==> src/rtl/regfile_pkg.sv <==
// Shared constants and types for the register-file writeback arbiter.
package regfile_pkg;
  localparam int XLEN = 64;
  localparam int NREG = 32;
  localparam int AW   = 5;

  typedef struct packed {
    logic [AW-1:0]   addr;
    logic [XLEN-1:0] data;
  } wb_req_t;

  typedef enum logic {
    EXU_FIRST = 1'b0,
    LSU_FIRST = 1'b1
  } rr_e;
endpackage

==> src/rtl/regfile_wb_arbiter_wb_slot.sv <==
// One-entry writeback holding slot: accepts when empty, empties on pop or clear.
module wb_slot
  import regfile_pkg::*;
(
  input  logic    clk,
  input  logic    rst_n,
  input  logic    clear,
  input  logic    in_valid,
  input  wb_req_t in_req,
  output logic    in_ready,
  input  logic    pop,
  output logic    full,
  output wb_req_t entry
);
  logic    full_q, full_d;
  wb_req_t entry_q, entry_d;

  // NOTE: every variable gets a default before any branch so no latch is inferred.
  always_comb begin
    full_d  = full_q;
    entry_d = entry_q;
    if (clear || pop) begin
      full_d = 1'b0;
    end else if (in_valid && !full_q) begin
      full_d  = 1'b1;
      entry_d = in_req;
    end
  end

  // NOTE: sequential state uses non-blocking assignments only.
  always_ff @(posedge clk) begin
    if (!rst_n) full_q <= 1'b0;
    else        full_q <= full_d;
  end

  // NOTE: the payload is not reset; it is only ever observed while full_q is set.
  always_ff @(posedge clk) begin
    entry_q <= entry_d;
  end

  assign in_ready = !full_q;
  assign full     = full_q;
  assign entry    = entry_q;
endmodule

==> src/rtl/regfile_wb_arbiter.sv <==
// Round-robin arbitration of EXU/LSU writebacks onto the single regfile write
// port, plus the per-register busy scoreboard used for decode RAW stalls.
module regfile_wb_arbiter
  import regfile_pkg::*;
(
  input  logic            clk,
  input  logic            rst_n,
  input  logic            flush,
  input  logic            exu_valid,
  output logic            exu_ready,
  input  logic [AW-1:0]   exu_rd_addr,
  input  logic [XLEN-1:0] exu_rd_data,
  input  logic            lsu_valid,
  output logic            lsu_ready,
  input  logic [AW-1:0]   lsu_rd_addr,
  input  logic [XLEN-1:0] lsu_rd_data,
  input  logic            iss_en,
  input  logic [AW-1:0]   iss_rd_addr,
  input  logic [AW-1:0]   rs1_addr,
  input  logic [AW-1:0]   rs2_addr,
  output logic            rs1_busy,
  output logic            rs2_busy,
  output logic            rf_write_en,
  output logic [AW-1:0]   rf_rd_addr,
  output logic [XLEN-1:0] rf_rd
);
  wb_req_t exu_req, lsu_req, exu_entry, lsu_entry, granted;
  logic    exu_full, lsu_full, grant_exu, grant_lsu, wr_en;
  rr_e     rr_q, rr_d;
  logic [NREG-1:1] busy_q, busy_d;
  logic [NREG-1:0] busy_vec, busy_nxt;

  assign exu_req = '{addr: exu_rd_addr, data: exu_rd_data};
  assign lsu_req = '{addr: lsu_rd_addr, data: lsu_rd_data};

  wb_slot u_exu_slot (
    .clk      (clk),
    .rst_n    (rst_n),
    .clear    (flush),
    .in_valid (exu_valid),
    .in_req   (exu_req),
    .in_ready (exu_ready),
    .pop      (grant_exu),
    .full     (exu_full),
    .entry    (exu_entry)
  );

  wb_slot u_lsu_slot (
    .clk      (clk),
    .rst_n    (rst_n),
    .clear    (flush),
    .in_valid (lsu_valid),
    .in_req   (lsu_req),
    .in_ready (lsu_ready),
    .pop      (grant_lsu),
    .full     (lsu_full),
    .entry    (lsu_entry)
  );

  always_comb begin
    grant_exu = 1'b0;
    grant_lsu = 1'b0;
    if (exu_full && lsu_full) begin
      if (rr_q == EXU_FIRST) grant_exu = 1'b1;
      else                   grant_lsu = 1'b1;
    end else if (exu_full) begin
      grant_exu = 1'b1;
    end else if (lsu_full) begin
      grant_lsu = 1'b1;
    end
  end

  // A granted x0 write is still consumed, it just never reaches the port.
  assign granted     = grant_lsu ? lsu_entry : exu_entry;
  assign wr_en       = rst_n && !flush && (grant_exu || grant_lsu) && (granted.addr != '0);
  assign rf_write_en = wr_en;
  assign rf_rd_addr  = wr_en ? granted.addr : '0;
  assign rf_rd       = wr_en ? granted.data : '0;

  always_comb begin
    rr_d = rr_q;
    if (!flush && exu_full && lsu_full) rr_d = grant_exu ? LSU_FIRST : EXU_FIRST;
  end

  assign busy_vec = {busy_q, 1'b0};
  assign rs1_busy = busy_vec[rs1_addr];
  assign rs2_busy = busy_vec[rs2_addr];

  // Clear first, then set, so an issue and a retire to the same register leave it busy.
  always_comb begin
    busy_nxt = busy_vec;
    if (wr_en) busy_nxt[rf_rd_addr] = 1'b0;
    if (iss_en && iss_rd_addr != '0) busy_nxt[iss_rd_addr] = 1'b1;
    if (flush) busy_nxt = '0;
    busy_d = busy_nxt[NREG-1:1];
  end

  always_ff @(posedge clk) begin
    if (!rst_n) begin
      rr_q   <= EXU_FIRST;
      busy_q <= '0;
    end else begin
      rr_q   <= rr_d;
      busy_q <= busy_d;
    end
  end

  // Decode must stall a WAW issue unless the older write retires this same cycle.
  a_no_waw_issue: assert property (@(posedge clk) disable iff (!rst_n)
    !(iss_en && !flush && iss_rd_addr != '0 && busy_vec[iss_rd_addr] &&
      !(wr_en && rf_rd_addr == iss_rd_addr)));
endmodule
==> config.mk <==
export PLATFORM = sky130hd
export DESIGN_NAME = regfile_wb_arbiter
export DESIGN_NICKNAME = d
export VERILOG_FILES = /design/src/rtl/regfile_pkg.sv /design/src/rtl/regfile_wb_arbiter_wb_slot.sv /design/src/rtl/regfile_wb_arbiter.sv
export SDC_FILE = /design/constraint.sdc
export NUM_CORES = 1
export LEC_CHECK = 0
export CAP_MARGIN = 20
export CELL_PAD_IN_SITES_DETAIL_PLACEMENT = 1
export CELL_PAD_IN_SITES_GLOBAL_PLACEMENT = 1
export CORE_MARGIN = 5
export CORE_UTILIZATION = 39
export DETAILED_ROUTE_END_ITERATION = 12
export HOLD_SLACK_MARGIN = 0.08
export PLACE_DENSITY = 0.84
export SETUP_SLACK_MARGIN = 0.5
export SYNTH_ARGS = -nofsm -noshare
export SYNTH_HDL_FRONTEND = slang
export SYNTH_SLANG_ARGS = --single-unit
==> constraint.sdc <==
create_clock -name clk -period 25.3 [get_ports clk]
set_input_delay 7.59 -clock clk [delete_from_list [all_inputs] [get_ports clk]]
set_output_delay 7.59 -clock clk [all_outputs]
set_load 0.1 [all_outputs]
==> metrics.md, run 1 <==
| Metric | Value |
|---|---|
| Slew HR | 30.74% |
| Antenna viol nets, final | 0 |
| Area grow syn2layout | 41.95% |
| Number of synthesized register bits | 172 |
| Fin crit share | 73.20% |
| Initial drt markers | 353 |
| Residual DRC | 0 |
| Fill cell count | 1896 |
| Max clock buf depth | 2 |
| Post-cts hold buffer count | 0 |
| Routed WL | 25850 um |
| IO Count | 233 |
| Via count | 6086 |
| Worst Max-Slew Pin Slew | 1036 ps |
| Multi-input logic area | 2416 um^2 |
| # nets final | 1005 |
| Routability Congestion | 0.8272 |
| # port buffers | 232 |
| Placed cells | 1059 |
| DIE AREA | 21920 um^2 |
| Die W | 148.0 um |
| Pwr Density | 63.15 nW/um^2 |
| HPWL after DPL | 17510 um |
| Worst endpoint data arrival time | 10930 ps |
| Sequential fraction of the synthesis area | 64.92% |
| Die Y | 148.0 um |
| Gr ovfl total | 0 |
| Leading cell types by count after synthesis | nand2_1 (179), edfxtp_1 (138), a21oi_1 (86) |
| Initial antenna violation count | 7 |
| Setup_tns | 0 ps |
| Hold Startpoint | busy_q[20]$_SDFF_PP0_ |
| Final Hold Fails | 0 |
| CTS resizes | 0 |
| Reg-to-reg startpoint | u_lsu_slot.full$_SDFFE_PP0P_ |
| Worst Setup Start Kind | input pin |
| Vias/cell | 5.543 |
| Top cell type's share of synthesized area | 55.76% |
| RSZ-0062 raised after global routing | false |
| Final min period | 18520 ps |
| Core ar. | 18710 um^2 |
| Clock Latency Late Sink | 430 ps |
| Row cnt | 50 |
| Reg2reg path depth | 6 |
| Worst Hold Class | flip-flop to flip-flop |
| Storage cell area | 4825 um^2 |
| Top FF cell, synth | edfxtp_1 |
| Crit Path Max Fanout | 68 |
| Synth area leader | edfxtp_1 |
| Gate count of the mapped netlist | 627 |
| Post-synth EDFFs | 138 |
| Status | complete, no violations |
| Most numerous cell in the Yosys netlist | nand2_1 |
| CP Class | input pin to output pin |
| Fin Clk Skew | 11.84 ps |
| Total CTS buffers | 17 |
| Synth Warn # | 0 |
| Crit. End Element | output pin |
| CTS tree | built |
| Hold path depth | 2 |
| Asr flop ratio synth | 0% |
| Largest net degree at the start of global routing | 74 |
| Setup bufs post-CTS | 0 |
| Mapped Nets | 786 |
| Mapped Area | 7432 um^2 |
| Average wire per standard cell | 23.54 um |
| CTS clock-pin slew for the worst setup and hold paths | 70 ps |
| CTS H-tree depth | 4 |
| TritonCTS Sinks | 172 |
| Syn_area_per_cell | 11.85 um^2 |
| Starting density of the core | 39.73% |
| Synth area leaders | edfxtp_1 (56%), dfxtp_1 (9.2%), nand2_1 (9.0%), a21oi_1 (5.8%), mux4_2 (4.2%) |
| Root buf cell | clkbuf_16 |
| Final Slew Violations | 0 |
| Flop2flop setup slack | 22530 ps |
| Worst Setup SP | flush |
| Share of cells above drive strength 1 | 7.916% |
| VDD IR max | 0.00004682 V |
| Global-route wire length before repair | 39590 um |
| Design area | 10550 um^2 |
| DR pass1 iterations | 5 |
| Vias in the first global route | 6704 |
| Req. time, crit path | 17710 ps |
| Max-Cap Viols | 0 |
| Cell area after placement | 9935 um^2 |
| Non-Filler Instances | 1098 |
| Distinct cells, synth | 44 |
| Max Fclk | 0.05400 GHz |
| GRT Util Overall | 23.58% |
| Final setup violation count | 0 |
| Leak | 0.003557 uW |
stage by stage:
stage / worst slack (ps) / utilization, % / hold slack (ps) / total power [uW]
floorplan: 7836 / - / 435.5 / 366.2
global placement: 6877 / 53.11 / 472.0 / 402.3
detailed placement: 6800 / 53.11 / 489.1 / 404.4
CTS: 6783 / 56.27 / 498.6 / 670.7
global route: 6589 / 56.36 / 527.4 / 688.7
finish: 6781 / 56.40 / 494.3 / 666.3
critical path, stage by stage:
cell	delay, ps
clkdlybuf4s50_1	520
nand2b_1	420
a21oi_1	290
o211ai_1	130
buf_4	370
a21oi_1	380
clkdlybuf4s50_1	1210
worst paths after layout:
check	to
worst max-delay path	rf_rd[57]
worst min-delay path	busy_q[20]$_SDFF_PP0_
worst min register to register	busy_q[20]$_SDFF_PP0_
worst max register to register	busy_q[20]$_SDFF_PP0_
per-layer routing:
layer	track usage (%)	up-vias	part of all wire, %
met1	26.96	3031	38
met3	9.044	54	8.7
li1	-	2766	-
met4	9.192	6	2.7
met5	0	-	0.17
met2	40.01	229	51
state kept, by name (all words and copies together), names as in the netlist:
| signal | flops |
|---|---|
| u_lsu_slot.entry | 69 |
| u_exu_slot.full | 1 |
| u_lsu_slot.full | 1 |
| rr_q | 1 |
| busy_q | 31 |
| u_exu_slot.entry | 69 |
kinds of logic (layout without fill, tap and decap cells):
| family | count (synthesis) | in the layout | synth area share [%] |
|---|---|---|---|
| compound gates | 144 | 144 | 12.81 |
| xor+xnor | 1 | 1 | 0.1179 |
| buf+inv | 48 | 280 | 2.845 |
| flops | 172 | 172 | 64.92 |
| mux | 17 | 17 | 4.697 |
| other cells | 0 | 5 | 0 |
| simple gates | 245 | 245 | 14.61 |
power breakdown:
group / internal [uW] / switching [uW] / total, uW / leakage (uW)
sequential: 317 / 4.54 / 322 / 0.00156
combinational: 31.9 / 45.3 / 77.1 / 0.00172
clock: 148 / 119 / 267 / 0.000278
layout make-up:
cell class,instances,area share [%]
clock inverter,14,1.530
multi-input combinational,407,22.90
timing repair buffer,241,22.63
inverter,7,0.2491
sequential,172,45.73
clock buffer,18,4.068
tap,234,2.775
antenna,5,0.1186
placed cells by master (no fill, tap or decap), types with 6 or more instances in the layout:
cell / count
nand4b_1: 8
buf_4: 7
nor2b_1: 8
a32o_1: 23
mux4_2: 14
nand2_1: 178
nand3_1: 11
edfxtp_1: 138
nor2_1: 10
clkbuf_16: 17
clkdlybuf4s50_1: 232
dfxtp_1: 34
a21oi_1: 86
nor3b_1: 6
Note: power is estimated with default switching activity, not from simulation.
==> run 2, diff against run 1 <==
- CORE_UTILIZATION: 39 -> 33
- PLACE_DENSITY: 0.84 -> 0.75
- clock period: 25.3 -> 15.96 ns (I/O delays scaled with it)
==> metrics.md, run 2 (synthesis results as in run 1) <==
| Metric | Value |
|---|---|
| Status | complete, no violations |
| Flop2flop setup slack | 13190 ps |
| Post-cts hold buffer count | 0 |
| Area grow syn2layout | 42.39% |
| Via count | 5949 |
| Crit. End Element | output pin |
| Starting density of the core | 33.13% |
| GRT Util Overall | 18.82% |
| Residual DRC | 0 |
| HPWL after DPL | 17110 um |
| Fin crit share | 80.12% |
| Row cnt | 55 |
| Crit Path Max Fanout | 68 |
| Vias/cell | 5.205 |
| Fin Clk Skew | 9.459 ps |
| Slew HR | 26.11% |
| Setup_tns | 0 ps |
| CTS clock-pin slew for the worst setup and hold paths | 70 ps |
| Reg-to-reg startpoint | u_lsu_slot.full$_SDFFE_PP0P_ |
| Routability Congestion | 0.7997 |
| Final setup violation count | 0 |
| Final Hold Fails | 0 |
| Share of cells above drive strength 1 | 7.818% |
| Setup bufs post-CTS | 0 |
| Worst path cell trace | clkdlybuf4s50_1 > nand2b_1 > a21oi_1 > o211ai_1 > buf_4 > a21oi_1 > clkdlybuf4s50_1 |
| R2r endpoint | busy_q[20]$_SDFF_PP0_ |
| # port buffers | 232 |
| Most frequent cells in the layout | clkdlybuf4s50_1 (232), nand2_1 (178), edfxtp_1 (138) |
| Antenna viol nets, final | 0 |
| Worst Max-Slew Pin Slew | 1106 ps |
| Pwr Density | 98.41 nW/um^2 |
| Worst Setup Start Kind | input pin |
| Die Y | 160.1 um |
| # nets final | 1004 |
| Worst setup margin | 3172 ps |
| Most common cell after layout, fill and taps aside | clkdlybuf4s50_1 |
| Req. time, crit path | 11170 ps |
| Routed WL | 24300 um |
| Leak | 0.003562 uW |
| Average wire per standard cell | 21.26 um |
| CP peak stage delay | 1210 ps |
| Initial antenna violation count | 2 |
| Gr ovfl total | 0 |
| Global-route wire length before repair | 37400 um |
| Final Slew Violations | 0 |
| Final min period | 12790 ps |
| DR pass1 iterations | 4 |
| Core ar. | 22430 um^2 |
| VDD IR max | 0.00007323 V |
| Max clock buf depth | 2 |
| Hold endpoint | busy_q[20]$_SDFF_PP0_ |
| Setup slack after placement | 3127 ps |
| CTS H-tree depth | 4 |
| Multi-input logic area | 2416 um^2 |
| Max-Cap Viols | 0 |
| Initial drt markers | 361 |
| Hold path depth | 2 |
| Total CTS buffers | 17 |
| RSZ-0062 raised after global routing | false |
| Slowest-stage cell, CP | clkdlybuf4s50_1 |
| Root buf cell | clkbuf_16 |
| Final Util | 47.17% |
| Hold Startpoint | busy_q[20]$_SDFF_PP0_ |
| Largest net degree at the start of global routing | 74 |
| CTS tree | built |
| Worst endpoint data arrival time | 8000 ps |
| CP Class | input pin to output pin |
| DIE AREA | 25620 um^2 |
| Storage cell area | 4825 um^2 |
| Max Fclk | 0.07820 GHz |
| Die W | 160.1 um |
| TritonCTS Sinks | 172 |
| Vias in the first global route | 6481 |
| IO Count | 233 |
| Worst Hold Class | flip-flop to flip-flop |
| Clock Latency Late Sink | 430 ps |
| Fill cell count | 2420 |
| Reg2reg path depth | 6 |
| CTS resizes | 0 |
-- run 2: worst max-delay path: cells and delay by family --
kind / cells / cell delay [ps]
buffers and inverters: 3 / 2060
AO/OA/AOI/OAI: 3 / 730
AND/OR/NAND/NOR: 1 / 390
-- run 2: cell type report --
cell class,instances,area share (%)
sequential,172,45.59
multi-input combinational,407,22.83
timing repair buffer,240,22.51
clock buffer,17,4.020
tap,285,3.370
clock inverter,14,1.407
inverter,7,0.2483
antenna,1,0.02365
-- run 2: metal layers --
metal / GRT usage, % / up-vias / wire length, um
met4: 5.162 / 4 / 353
li1: - / 2772 / -
met5: 0 / - / 40
met3: 7.768 / 28 / 2298
met1: 21.82 / 2932 / 9421
met2: 32.22 / 213 / 12190
-- run 2: metrics by stage --
| stage | hold slack [ps] | area, um^2 | instances | total power, uW |
|---|---|---|---|---|
| CTS | 475.7 | 10580 | 1142 | 1053 |
| global route | 516.3 | 10580 | 1142 | 1080 |
| global placement | 453.3 | 10010 | 1111 | 638.1 |
| floorplan | 435.5 | 7432 | 627 | 580.4 |
| detailed placement | 466.4 | 10010 | 1111 | 640.9 |
| finish | 478.3 | 10580 | 1143 | 1041 |
-- run 2: worst max path at each step --
stage	endpoint	from	slack (ps)	cells past startpoint
6_report	rf_rd[6]	flush	3170	7
5_1_grt	rf_rd[13]	flush	3070	7
4_1_cts	rf_rd[6]	flush	3110	7
3_5_place_dp	rf_rd[6]	flush	3130	7
2_1_floorplan	rf_rd[57]	flush	4100	6
3_3_place_gp	rf_rd[6]	flush	3140	7
-- run 2: report_power, final --
group | internal [uW] | switching [uW] | total, uW
logic | 50.4 | 70.2 | 121
clock network | 222 | 190 | 411
registers | 503 | 6.53 | 510
==> run 3, diff against run 2 <==
- CORE_UTILIZATION: 33 -> 36
- PLACE_DENSITY: 0.75 -> 0.78
- clock period: 15.96 -> 13 ns (I/O delays scaled with it)
==> metrics.md, run 3 (synthesis results as in run 1) <==
| Metric | Value |
|---|---|
| Starting density of the core | 36.61% |
| Reg2reg path depth | 5 |
| Final Slew Violations | 0 |
| Via count | 5941 |
| Slew HR | 29.42% |
| Max clock buf depth | 2 |
| CP Class | input pin to output pin |
| CP top delay family | buffers and inverters |
| Worst Setup EP | rf_rd[57] |
| CTS tree | built |
| Largest net degree at the start of global routing | 70 |
| Pwr Density | 121.0 nW/um^2 |
| Final setup violation count | 0 |
| Status | complete, no violations |
| DIE AREA | 23620 um^2 |
| Final Hold Fails | 0 |
| Die W | 153.7 um |
| Worst path cell trace | clkdlybuf4s50_1 > nand2b_1 > a21oi_1 > o211ai_1 > buf_4 > a21oi_1 > clkdlybuf4s50_1 |
| Residual DRC | 0 |
| Hold Startpoint | busy_q[20]$_SDFF_PP0_ |
| Routed WL | 24650 um |
| Req. time, crit path | 9100 ps |
| IO Count | 233 |
| Area grow syn2layout | 42.68% |
| Vias in the first global route | 6607 |
| Worst Hold Class | flip-flop to flip-flop |
| CTS resizes | 0 |
| Setup_tns | 0 ps |
| Setup slack after placement | 1960 ps |
| Root buf cell | clkbuf_16 |
| Average wire per standard cell | 21.77 um |
| Worst Path Buf+Inv | 3 |
| CTS H-tree depth | 4 |
| Worst Setup Start Kind | input pin |
| Setup bufs post-CTS | 0 |
| Max Fclk | 0.09093 GHz |
| Worst endpoint data arrival time | 7100 ps |
| Clock Latency Late Sink | 430 ps |
| Global-route wire length before repair | 38160 um |
| WP depth | 7 |
| Core ar. | 20300 um^2 |
| HPWL after DPL | 17650 um |
| Flop2flop setup slack | 10590 ps |
| Most frequent cells in the layout | clkdlybuf4s50_1 (232), nand2_1 (178), edfxtp_1 (138) |
| Non-Filler Instances | 1132 |
| Fill cell count | 2142 |
| Leak | 0.003580 uW |
| Final min period | 11000 ps |
| # nets final | 1007 |
| R2r endpoint | busy_q[21]$_SDFF_PP0_ |
| Fin Clk Skew | 11.58 ps |
| Initial drt markers | 318 |
| GRT Util Overall | 20.71% |
| Max-Cap Viols | 0 |
| TritonCTS Sinks | 172 |
| Routability Congestion | 0.8077 |
| Post-cts hold buffer count | 0 |
| Final Util | 52.24% |
| Total CTS buffers | 17 |
| Crit Path Max Fanout | 40 |
| Worst Setup SP | flush |
| Gr ovfl total | 0 |
| Slowest-stage cell, CP | clkdlybuf4s50_1 |
| Initial antenna violation count | 5 |
| Antenna viol nets, final | 0 |
| Vias/cell | 5.248 |
| Worst setup margin | 2003 ps |
| VDD IR max | 0.00008469 V |
| Fin Hold WS | 509.9 ps |
| Crit. End Element | output pin |
| CTS clock-pin slew for the worst setup and hold paths | 70 ps |
| # port buffers | 232 |
| Worst Max-Slew Pin Slew | 1055 ps |
| Share of cells above drive strength 1 | 8.130% |
| Fin crit share | 84.59% |
| Row cnt | 52 |
| DR pass1 iterations | 5 |
| Die Y | 153.7 um |
| CP peak stage delay | 1200 ps |
| Reg-to-reg startpoint | u_lsu_slot.full$_SDFFE_PP0P_ |
| RSZ-0062 raised after global routing | false |
| Placed cells | 1098 |
| Most common cell after layout, fill and taps aside | clkdlybuf4s50_1 |
==> run 3: changes by cell type in the layout (fill, tap and decap cells not counted), sizes merged <==
cell    change
buf         +3
bufinv      -1
clkinv      +2
==> run 3: how the worst min path moves through the flow <==
stage                       endpoint  depth (start not counted)
6_report       busy_q[20]$_SDFF_PP0_                          2
5_1_grt        busy_q[20]$_SDFF_PP0_                          2
4_1_cts        busy_q[20]$_SDFF_PP0_                          2
3_5_place_dp   busy_q[20]$_SDFF_PP0_                          2
3_3_place_gp   busy_q[20]$_SDFF_PP0_                          2
2_1_floorplan  busy_q[20]$_SDFF_PP0_                          2
==> run 3: worst reg2reg max path: cells and delay by family (launching register included) <==
kind	cells	cell delay (ps)
compound gates	2	550
buf+inv	1	290
flops	1	770
simple gates	2	700
==> run 3: metal layers <==
layer | track usage, % | routed length (um) | up-vias
met2 | 36.33 | 12860 | 202
met5 | 0 | 50 | -
met4 | 5.299 | 260 | 8
li1 | - | - | 2774
met3 | 10.03 | 2623 | 27
met1 | 22.50 | 8858 | 2930
==> run 3: where the power goes <==
group	switching [uW]	total, uW	internal (uW)	leakage, uW
Combinational	86.6	149	62.0	0.00173
Sequential	8.13	626	617	0.00156
Clock	248	509	260	0.000292
Total	343	1280	940	0.00358
==> run 3: stage by stage <==
step	power (uW)	cell area, um^2
after CTS	1296	10600
final	1283	10600
after detailed placement	787.5	10000
after global placement	783.3	9995
after floorplan	712.6	7432
after global routing	1329	10600
==> run 3: cell type report <==
class / count / area [um^2] / share of cell area, %
antenna: 1 / 2.502 / 0.02360
timing repair buffer: 243 / 2402 / 22.65
tap: 270 / 337.8 / 3.186
clock buffer: 17 / 425.4 / 4.012
sequential: 172 / 4825 / 45.50
clock inverter: 15 / 168.9 / 1.593
inverter: 7 / 26.28 / 0.2478
multi-input combinational: 407 / 2416 / 22.78
